`config.mk`:
```
export PLATFORM = sky130hd
export DESIGN_NAME = tsmac_rx_frame_parser
export DESIGN_NICKNAME = d
export VERILOG_FILES = /design/src/rtl/tsmac_rx_frame_parser.sv
export SDC_FILE = /design/constraint.sdc
export NUM_CORES = 1
export LEC_CHECK = 0
export CORE_ASPECT_RATIO = 0.7
export CORE_MARGIN = 3
export CORE_UTILIZATION = 50
export CTS_CLUSTER_DIAMETER = 80
export DETAILED_ROUTE_END_ITERATION = 7
export GPL_TIMING_DRIVEN = 0
export PLACE_DENSITY_LB_ADDON = 0.08
export SETUP_SLACK_MARGIN = 0.1
export SYNTH_ARGS = -nofsm -noshare
export SYNTH_HDL_FRONTEND = slang
export SYNTH_SLANG_ARGS = --single-unit
```
`constraint.sdc`:
```
create_clock -name rd_clk -period 4.1 [get_ports rd_clk]
set_clock_uncertainty 0.2 [all_clocks]
set_input_delay 0.82 -clock rd_clk [delete_from_list [all_inputs] [get_ports rd_clk]]
set_output_delay 0.82 -clock rd_clk [all_outputs]
set_load 0.03 [all_outputs]
```
`src/rtl/tsmac_rx_frame_parser.sv`:
```
// GMII receive parser: strips preamble/SFD from FIFO words and emits a framed byte stream
// with length limits and saturating frame statistics.
module tsmac_rx_frame_parser #(
  parameter int unsigned MAX_LEN = 1522,
  parameter int unsigned MIN_LEN = 64,
  parameter int unsigned CNT_W   = 16
) (
  input  logic             rd_clk,
  input  logic             rd_rst_n,
  input  logic             fifo_rd_vld,
  input  logic [9:0]       fifo_rd_data,
  output logic             fifo_rd_en,
  output logic [7:0]       out_data,
  output logic             out_vld,
  input  logic             out_rdy,
  output logic             out_sof,
  output logic             out_eof,
  output logic             out_err,
  output logic [CNT_W-1:0] frm_len,
  output logic [CNT_W-1:0] frm_cnt,
  output logic [CNT_W-1:0] err_cnt,
  output logic [CNT_W-1:0] drop_cnt
);

  typedef enum logic [1:0] {StIdle, StPre, StData, StDrop} state_e;

  localparam logic [7:0]       Preamble = 8'h55;
  localparam logic [7:0]       Sfd      = 8'hD5;
  localparam logic [CNT_W-1:0] MaxLenC  = CNT_W'(MAX_LEN);
  localparam logic [CNT_W-1:0] MinLenC  = CNT_W'(MIN_LEN);

  function automatic logic [CNT_W-1:0] sat_inc(input logic [CNT_W-1:0] v);
    return (&v) ? v : v + CNT_W'(1);
  endfunction

  state_e           state_q, state_d;
  logic             run_q;
  logic [7:0]       hold_q, hold_d;
  logic             hold_full_q, hold_full_d;
  logic             sof_pend_q, sof_pend_d;
  logic             err_q, err_d;
  logic [CNT_W-1:0] len_q, len_d;

  logic [7:0]       out_data_q, out_data_d;
  logic             out_vld_q, out_vld_d;
  logic             out_sof_q, out_sof_d;
  logic             out_eof_q, out_eof_d;
  logic             out_err_q, out_err_d;
  logic [CNT_W-1:0] out_len_q, out_len_d;

  logic [CNT_W-1:0] frm_len_q, frm_len_d;
  logic [CNT_W-1:0] frm_cnt_q, frm_cnt_d;
  logic [CNT_W-1:0] err_cnt_q, err_cnt_d;
  logic [CNT_W-1:0] drop_cnt_q, drop_cnt_d;

  logic             consumed;
  logic             rx_er, rx_dv;
  logic [7:0]       rxd;
  logic             emit, emit_eof, emit_err, drop_inc;
  logic [CNT_W-1:0] emit_len;

  assign rx_er = fifo_rd_data[9];
  assign rx_dv = fifo_rd_data[8];
  assign rxd   = fifo_rd_data[7:0];

  // In DATA a consumed word may emit, so only pop when the output register can take it.
  assign fifo_rd_en = run_q & ((state_q != StData) | ~out_vld_q | out_rdy);
  assign consumed   = fifo_rd_en & fifo_rd_vld;

  always_comb begin
    state_d     = state_q;
    hold_d      = hold_q;
    hold_full_d = hold_full_q;
    sof_pend_d  = sof_pend_q;
    err_d       = err_q;
    len_d       = len_q;
    emit        = 1'b0;
    emit_eof    = 1'b0;
    emit_err    = 1'b0;
    emit_len    = len_q;
    drop_inc    = 1'b0;

    if (consumed) begin
      case (state_q)
        StIdle: begin
          if (rx_dv) begin
            if (rxd == Preamble) begin
              state_d = StPre;
            end else if (rxd == Sfd) begin
              state_d     = StData;
              len_d       = '0;
              err_d       = 1'b0;
              sof_pend_d  = 1'b1;
              hold_full_d = 1'b0;
            end else begin
              state_d  = StDrop;
              drop_inc = 1'b1;
            end
          end
        end
        StPre: begin
          if (!rx_dv) begin
            state_d  = StIdle;
            drop_inc = 1'b1;
          end else if (rxd == Sfd) begin
            state_d     = StData;
            len_d       = '0;
            err_d       = 1'b0;
            sof_pend_d  = 1'b1;
            hold_full_d = 1'b0;
          end else if (rxd != Preamble) begin
            state_d  = StDrop;
            drop_inc = 1'b1;
          end
        end
        StData: begin
          if (rx_dv) begin
            if (len_q == MaxLenC) begin
              // Byte MAX_LEN+1: close the frame on the held byte and discard the rest.
              emit        = hold_full_q;
              emit_eof    = 1'b1;
              emit_err    = 1'b1;
              emit_len    = MaxLenC;
              hold_full_d = 1'b0;
              state_d     = StDrop;
            end else begin
              emit        = hold_full_q;
              hold_d      = rxd;
              hold_full_d = 1'b1;
              len_d       = len_q + CNT_W'(1);
              err_d       = err_q | rx_er;
            end
          end else begin
            state_d = StIdle;
            if (hold_full_q) begin
              emit        = 1'b1;
              emit_eof    = 1'b1;
              emit_err    = err_q | (len_q < MinLenC);
              hold_full_d = 1'b0;
            end else begin
              drop_inc = 1'b1;
            end
          end
        end
        StDrop: begin
          if (!rx_dv) state_d = StIdle;
        end
        default: state_d = StIdle;
      endcase
    end

    if (emit) sof_pend_d = 1'b0;
  end

  always_comb begin
    out_data_d = out_data_q;
    out_vld_d  = out_vld_q & ~out_rdy;
    out_sof_d  = out_sof_q;
    out_eof_d  = out_eof_q;
    out_err_d  = out_err_q;
    out_len_d  = out_len_q;
    frm_len_d  = frm_len_q;
    frm_cnt_d  = frm_cnt_q;
    err_cnt_d  = err_cnt_q;
    drop_cnt_d = drop_cnt_q;

    if (emit) begin
      out_data_d = hold_q;
      out_vld_d  = 1'b1;
      out_sof_d  = sof_pend_q;
      out_eof_d  = emit_eof;
      out_err_d  = emit_err;
      out_len_d  = emit_len;
    end

    if (out_vld_q && out_rdy && out_eof_q) begin
      frm_len_d = out_len_q;
      if (out_err_q) err_cnt_d = sat_inc(err_cnt_q);
      else           frm_cnt_d = sat_inc(frm_cnt_q);
    end

    if (drop_inc) drop_cnt_d = sat_inc(drop_cnt_q);
  end

  always_ff @(posedge rd_clk or negedge rd_rst_n) begin
    if (!rd_rst_n) begin
      state_q     <= StIdle;
      run_q       <= 1'b0;
      hold_q      <= '0;
      hold_full_q <= 1'b0;
      sof_pend_q  <= 1'b0;
      err_q       <= 1'b0;
      len_q       <= '0;
      out_data_q  <= '0;
      out_vld_q   <= 1'b0;
      out_sof_q   <= 1'b0;
      out_eof_q   <= 1'b0;
      out_err_q   <= 1'b0;
      out_len_q   <= '0;
      frm_len_q   <= '0;
      frm_cnt_q   <= '0;
      err_cnt_q   <= '0;
      drop_cnt_q  <= '0;
    end else begin
      state_q     <= state_d;
      run_q       <= 1'b1;
      hold_q      <= hold_d;
      hold_full_q <= hold_full_d;
      sof_pend_q  <= sof_pend_d;
      err_q       <= err_d;
      len_q       <= len_d;
      out_data_q  <= out_data_d;
      out_vld_q   <= out_vld_d;
      out_sof_q   <= out_sof_d;
      out_eof_q   <= out_eof_d;
      out_err_q   <= out_err_d;
      out_len_q   <= out_len_d;
      frm_len_q   <= frm_len_d;
      frm_cnt_q   <= frm_cnt_d;
      err_cnt_q   <= err_cnt_d;
      drop_cnt_q  <= drop_cnt_d;
    end
  end

  assign out_data = out_data_q;
  assign out_vld  = out_vld_q;
  assign out_sof  = out_sof_q;
  assign out_eof  = out_eof_q;
  assign out_err  = out_err_q;
  assign frm_len  = frm_len_q;
  assign frm_cnt  = frm_cnt_q;
  assign err_cnt  = err_cnt_q;
  assign drop_cnt = drop_cnt_q;

endmodule

```
# Yosys cells after proc, flatten, opt, wreduce, memory -nomap -nowiden
# Cells that the tools add are included.
# Widths: inputs -> output; s select.
[word_totals] reg_bits=122 out_inout_bits=77 word_cells=137
[op_classes] add_sub_neg=4 n_mux=65 n_lt_le_gt_ge=1 n_reduce_logical=17 bitwise_logic=14 n_eq_ne=19
[op_table] operator="$mux 16" n=10
[op_table] operator="$add 16x1->16 const B" n=4
[op_table] operator="$pmux 16 s3" n=1
[op_table] operator="$reduce_and 16->1" n=3
[op_table] operator="$mux 1" n=41
[op_table] operator="$eq 16x11->1 const B" n=1
[op_table] operator="$lt 16x7->1 const B" n=1
[op_table] operator="$mux 2" n=8
[op_table] operator="$reduce_and 5->1" n=3
[op_table] operator="$ne 2x2->1 const B" n=7
[op_table] operator="$ne 3x3->1 const B" n=4
[op_table] operator="$pmux 1 s3" n=3
[op_table] operator="$eq 8x7->1 const B" n=1
[op_table] operator="$eq 8x8->1 const B" n=1
[op_table] operator="$ne 8x7->1 const B" n=1
[op_table] operator="$pmux 2 s4" n=1
[op_table] operator="$not 1->1" n=7
[op_table] operator="$reduce_and 7->1" n=1
[op_table] operator="$reduce_and 3->1" n=2
[op_table] operator="$reduce_bool 3->1" n=2
[op_table] operator="$eq 2x2->1 const B" n=2
[op_table] operator="$ne 4x4->1 const B" n=1
[op_table] operator="$or 1x1->1" n=4
[op_table] operator="$reduce_and 4->1" n=1
[op_table] operator="7 further kinds" n=10

# Logic depth before layout (Yosys ltp)
[depth] word_depth=8 mapped_depth=8 mapped_depth_nobuf=7

# Worst setup path after synthesis
# OpenSTA, ideal clock, no wires.
[synth_path] path_kind="input port to output port" start="input out_rdy" end="output fifo_rd_en" t_required_ns=3.080 stages=3 t_arrival_ns=1.727 slack_ns=1.353 path_cell_list="nor2b_1 clkbuf_1 a21boi_0"
[synth_between] elab_chain_cells=2
[synth_rtl] element="start, declared" line="15" rtl="input logic out_rdy,"
[synth_rtl] element="$or 1x1->1" line="67" rtl="assign fifo_rd_en = run_q & ((state_q != StData) | ~out_vld_q | out_rdy);"
[synth_rtl] element="$and 1x1->1" line="67"
[synth_rtl] element="end, declared" line="12" rtl="output logic fifo_rd_en,"
# No other way between the ends.

# Final worst setup path
# Same ends and word-level chain as after synthesis.

==> results by group <==
Logic synthesis
  • Syn nets: between 500 and 600
  • Ys async rst share: 100%
  • Syn Inst Count: just over 500
  • Most common flop cell mapped by yosys: dfrtp_1
  • Post-synthesis cell area: between 0.005 and 0.006 mm2
  • Avg Inst Size Synth: roughly 11 um2
  • Post-synth EDFFs: 0
  • Yosys warns: 0
  • Seq/Total Area, Yosys: between 50% and 60%
  • Netlist cell types: slightly above 50
  • Synth Register Bits: between 100 and 150

Cells and area
  • Design area: around 0.0073 mm2
  • N_diodes: 0
  • Fraction of layout cells with a size suffix above 1: 11.9%
  • Final net count: between 600 and 700
  • Most common cell after layout, fill and taps aside: dfrtp_1
  • FILL cells: a little under 800
  • Area delta synth->final: 31.5%
  • Highest-count cells in the layout ignoring fill and taps: 122 x dfrtp_1, 89 x clkdlybuf4s50_1, 72 x nand2_1

GRT
  • First-pass GRT wire length: 21.7 mm
  • Met3 usage in global routing: between 6 and 7%
  • Largest net degree at the start of global routing: 88
  • Initial antenna violation count: 0
  • Grt total ovfl: 0
  • Most Crowded Layer GR: met2
  • GRT Util Overall: roughly 22%
  • Met2 usage: between 30% and 40%
  • M1 GR Usage: roughly a third
  • Vias in the first global route: 4199

Timing
  • Final Setup Violations: 0
  • Final Hold Viols: 0
  • Slew HR: between 30% and 40%
  • Max-slew violation count: 0
  • Fin crit share: just under 90%
  • Fin Hold WS: 100 ps
  • Unrepaired setup endpoints after global routing: no
  • Max frequency: between 200 and 300 MHz
  • Tmin final: ~3600 ps
  • Slew @ Worst Pin: around 890 ps

Setup path
  • Crit. End Element: output port
  • CP top delay family: buffers and inverters
  • Slowest stage delay, CP: 630 ps
  • Crit-path cells: clkdlybuf4s50_1 > nor2b_1 > clkbuf_1 > a21boi_0 > clkdlybuf4s50_1
  • CP max stage cell: clkdlybuf4s50_1
  • CP bufs+invs: 3
  • Crit Path Max Fanout: 7
  • Critical Path RT: between 3000 and 4000 ps
  • Setup CP Type: primary input to output port
  • Crit path launch type: primary input
  • Reg2Reg Launch Point: state_q[0]
  • Crit path top cell by count: clkdlybuf4s50_1
  • Crit path DAT: approximately 2600 ps
  • Worst Setup SP: out_rdy

Hold path
  • Worst Hold Class: primary input to async pin

Route
  • Routed WL: between 10 and 15 mm
  • Routed WL per cell: roughly 16 um
  • Iter 0 DRT Violations: about 320
  • Via count: about 4400
  • Detail Route Antenna Nets: 0
  • Via density per instance: 5.62
  • Drt drc: 0
  • Iteration count of the initial detailed-routing pass: 5

Clocking
  • Hold_buf cts: 0
  • Num CTS Buffers: 17
  • Clk root buf: clkbuf_16
  • Setup Buffers After CTS: 0
  • Post_cts resized: 0
  • CTS tree: yes
  • Clock transition at path regs: approximately 60 ps
  • Clk_lat worst skew: 410 ps
  • CTS max path bufs: 2
  • H-tree Lvls: 4
  • CTS sink cnt: around 120

Die
  • Die footprint: 0.0124 mm2
  • Die Y: ~94 um
  • Site row count: 31
  • Initial core utilization: a little over half
  • Die width: 132 um
  • Core ar.: 0.0106 mm2
  • Ports: 91

Placement
  • Final HPWL DP: 8.78 mm
  • Port bufs: 90
  • Gp weighted congestion: between 0.9 and 1
  • Post-Place Cell Area: about 0.0067 mm2

Power and ir drop
  • Power per cell area: ~560 mW/mm2
  • Tot Pwr: between 4 and 5 mW
  • Max IR drop VDD: about 0.4 mV
  • LEAKAGE: ~3.3 nW

Run status
  • Status: completed

Run
  • Max-Cap Viols: 0
## report_power, final
group	internal [mW]	total [mW]	switching [mW]
Combinational	0.392	0.920	0.528
Clock	1.06	1.60	0.536
Sequential	1.43	1.59	0.167
## final timing paths
path	depth (start not counted)	endpoint	slack (ps)
max	5	fifo_rd_en	500
min	1	frm_cnt[12]	100
max reg2reg	6	out_len_q[3]	1320
min reg2reg	2	out_len_q[15]	270
max in group asynchronous	2	drop_cnt[2]	2860
min in group rd_clk	2	out_len_q[15]	270
## cell families (layout without fill, tap and decap cells)
logic type                 Yosys count  in the layout  synth area share, %
xor gates and xnor gates            41             41                 6.47
and+or+nand+nor                    211            211                 20.1
muxes                               30             30                 6.06
adders and majority gates            5              5                 1.13
AOI/OAI and AO/OA                   73             73                 8.95
DFF                                122            122                 55.0
other                                1              1               0.0675
buffers and inverters               30            153                 2.30
## sequential cells by signal (all words and copies together) (netlist names), 2 cells and up
signal     count
frm_cnt       16
frm_len       16
out_data       8
err_cnt       16
out_len_q     16
len_q         16
drop_cnt      16
state_q        2
hold_q         8
## cell usage after synthesis, types with 2 or more instances
library cell / instances / area share, %
dfrtp_1: 122 / 55
nand2_1: 72 / 4.9
mux2_2: 29 / 5.9
nor2_1: 26 / 1.8
xor2_1: 26 / 4.1
nand3_1: 22 / 2.0
nand4_1: 21 / 2.4
a31oi_1: 15 / 1.7
xnor2_1: 15 / 2.4
o21ai_0: 14 / 1.3
clkbuf_1: 13 / 0.88
a21oi_1: 12 / 1.1
inv_1: 12 / 0.81
nor3_1: 12 / 1.1
and3_1: 10 / 1.1
nor4_1: 9 / 1.0
a41oi_1: 6 / 0.95
nor3_2: 6 / 1.1
a22o_1: 5 / 0.79
ha_1: 5 / 1.1
nand2b_1: 5 / 0.56
o22a_1: 5 / 0.79
and4_1: 4 / 0.63
a21o_1: 3 / 0.41
and2_1: 3 / 0.34
buf_2: 3 / 0.27
nor2b_1: 3 / 0.34
o31ai_1: 3 / 0.41
or3_1: 3 / 0.34
or4_1: 3 / 0.41
a21boi_0: 2 / 0.27
nand3b_1: 2 / 0.27
nor4b_1: 2 / 0.32
nor4bb_1: 2 / 0.36
or4b_1: 2 / 0.36
## metal layers
| metal | up-vias | wire length (um) | part of all wire [%] |
|---|---|---|---|
| met5 | - | 0 | 0 |
| met4 | 0 | 122 | 0.95 |
| met3 | 17 | 966 | 7.5 |
| met2 | 173 | 5660 | 44 |
| met1 | 2139 | 6080 | 47 |
| li1 | 2076 | - | - |
## cell type report
cell class	instances	area [um2]	share of cell area (%)
tap	148	185	2.54
sequential	122	3050	41.8
inverter	12	45.0	0.617
buffer	18	82.6	1.13
timing repair buffer	91	930	12.7
multi-input combinational	361	2370	32.5
clock buffer	21	470	6.44
clock inverter	11	166	2.28
## stage by stage
step	std cells	setup TNS, ps	setup slack [ps]	util (%)
2_1_floorplan	513	0	1350	-
3_3_place_gp	751	-324820	-2670	62.7
3_5_place_dp	752	0	544	63.0
4_1_cts	784	0	524	69.0
5_1_grt	784	0	422	69.0
6_report	784	0	496	69.0
Note: power is estimated with default switching activity, not from simulation.
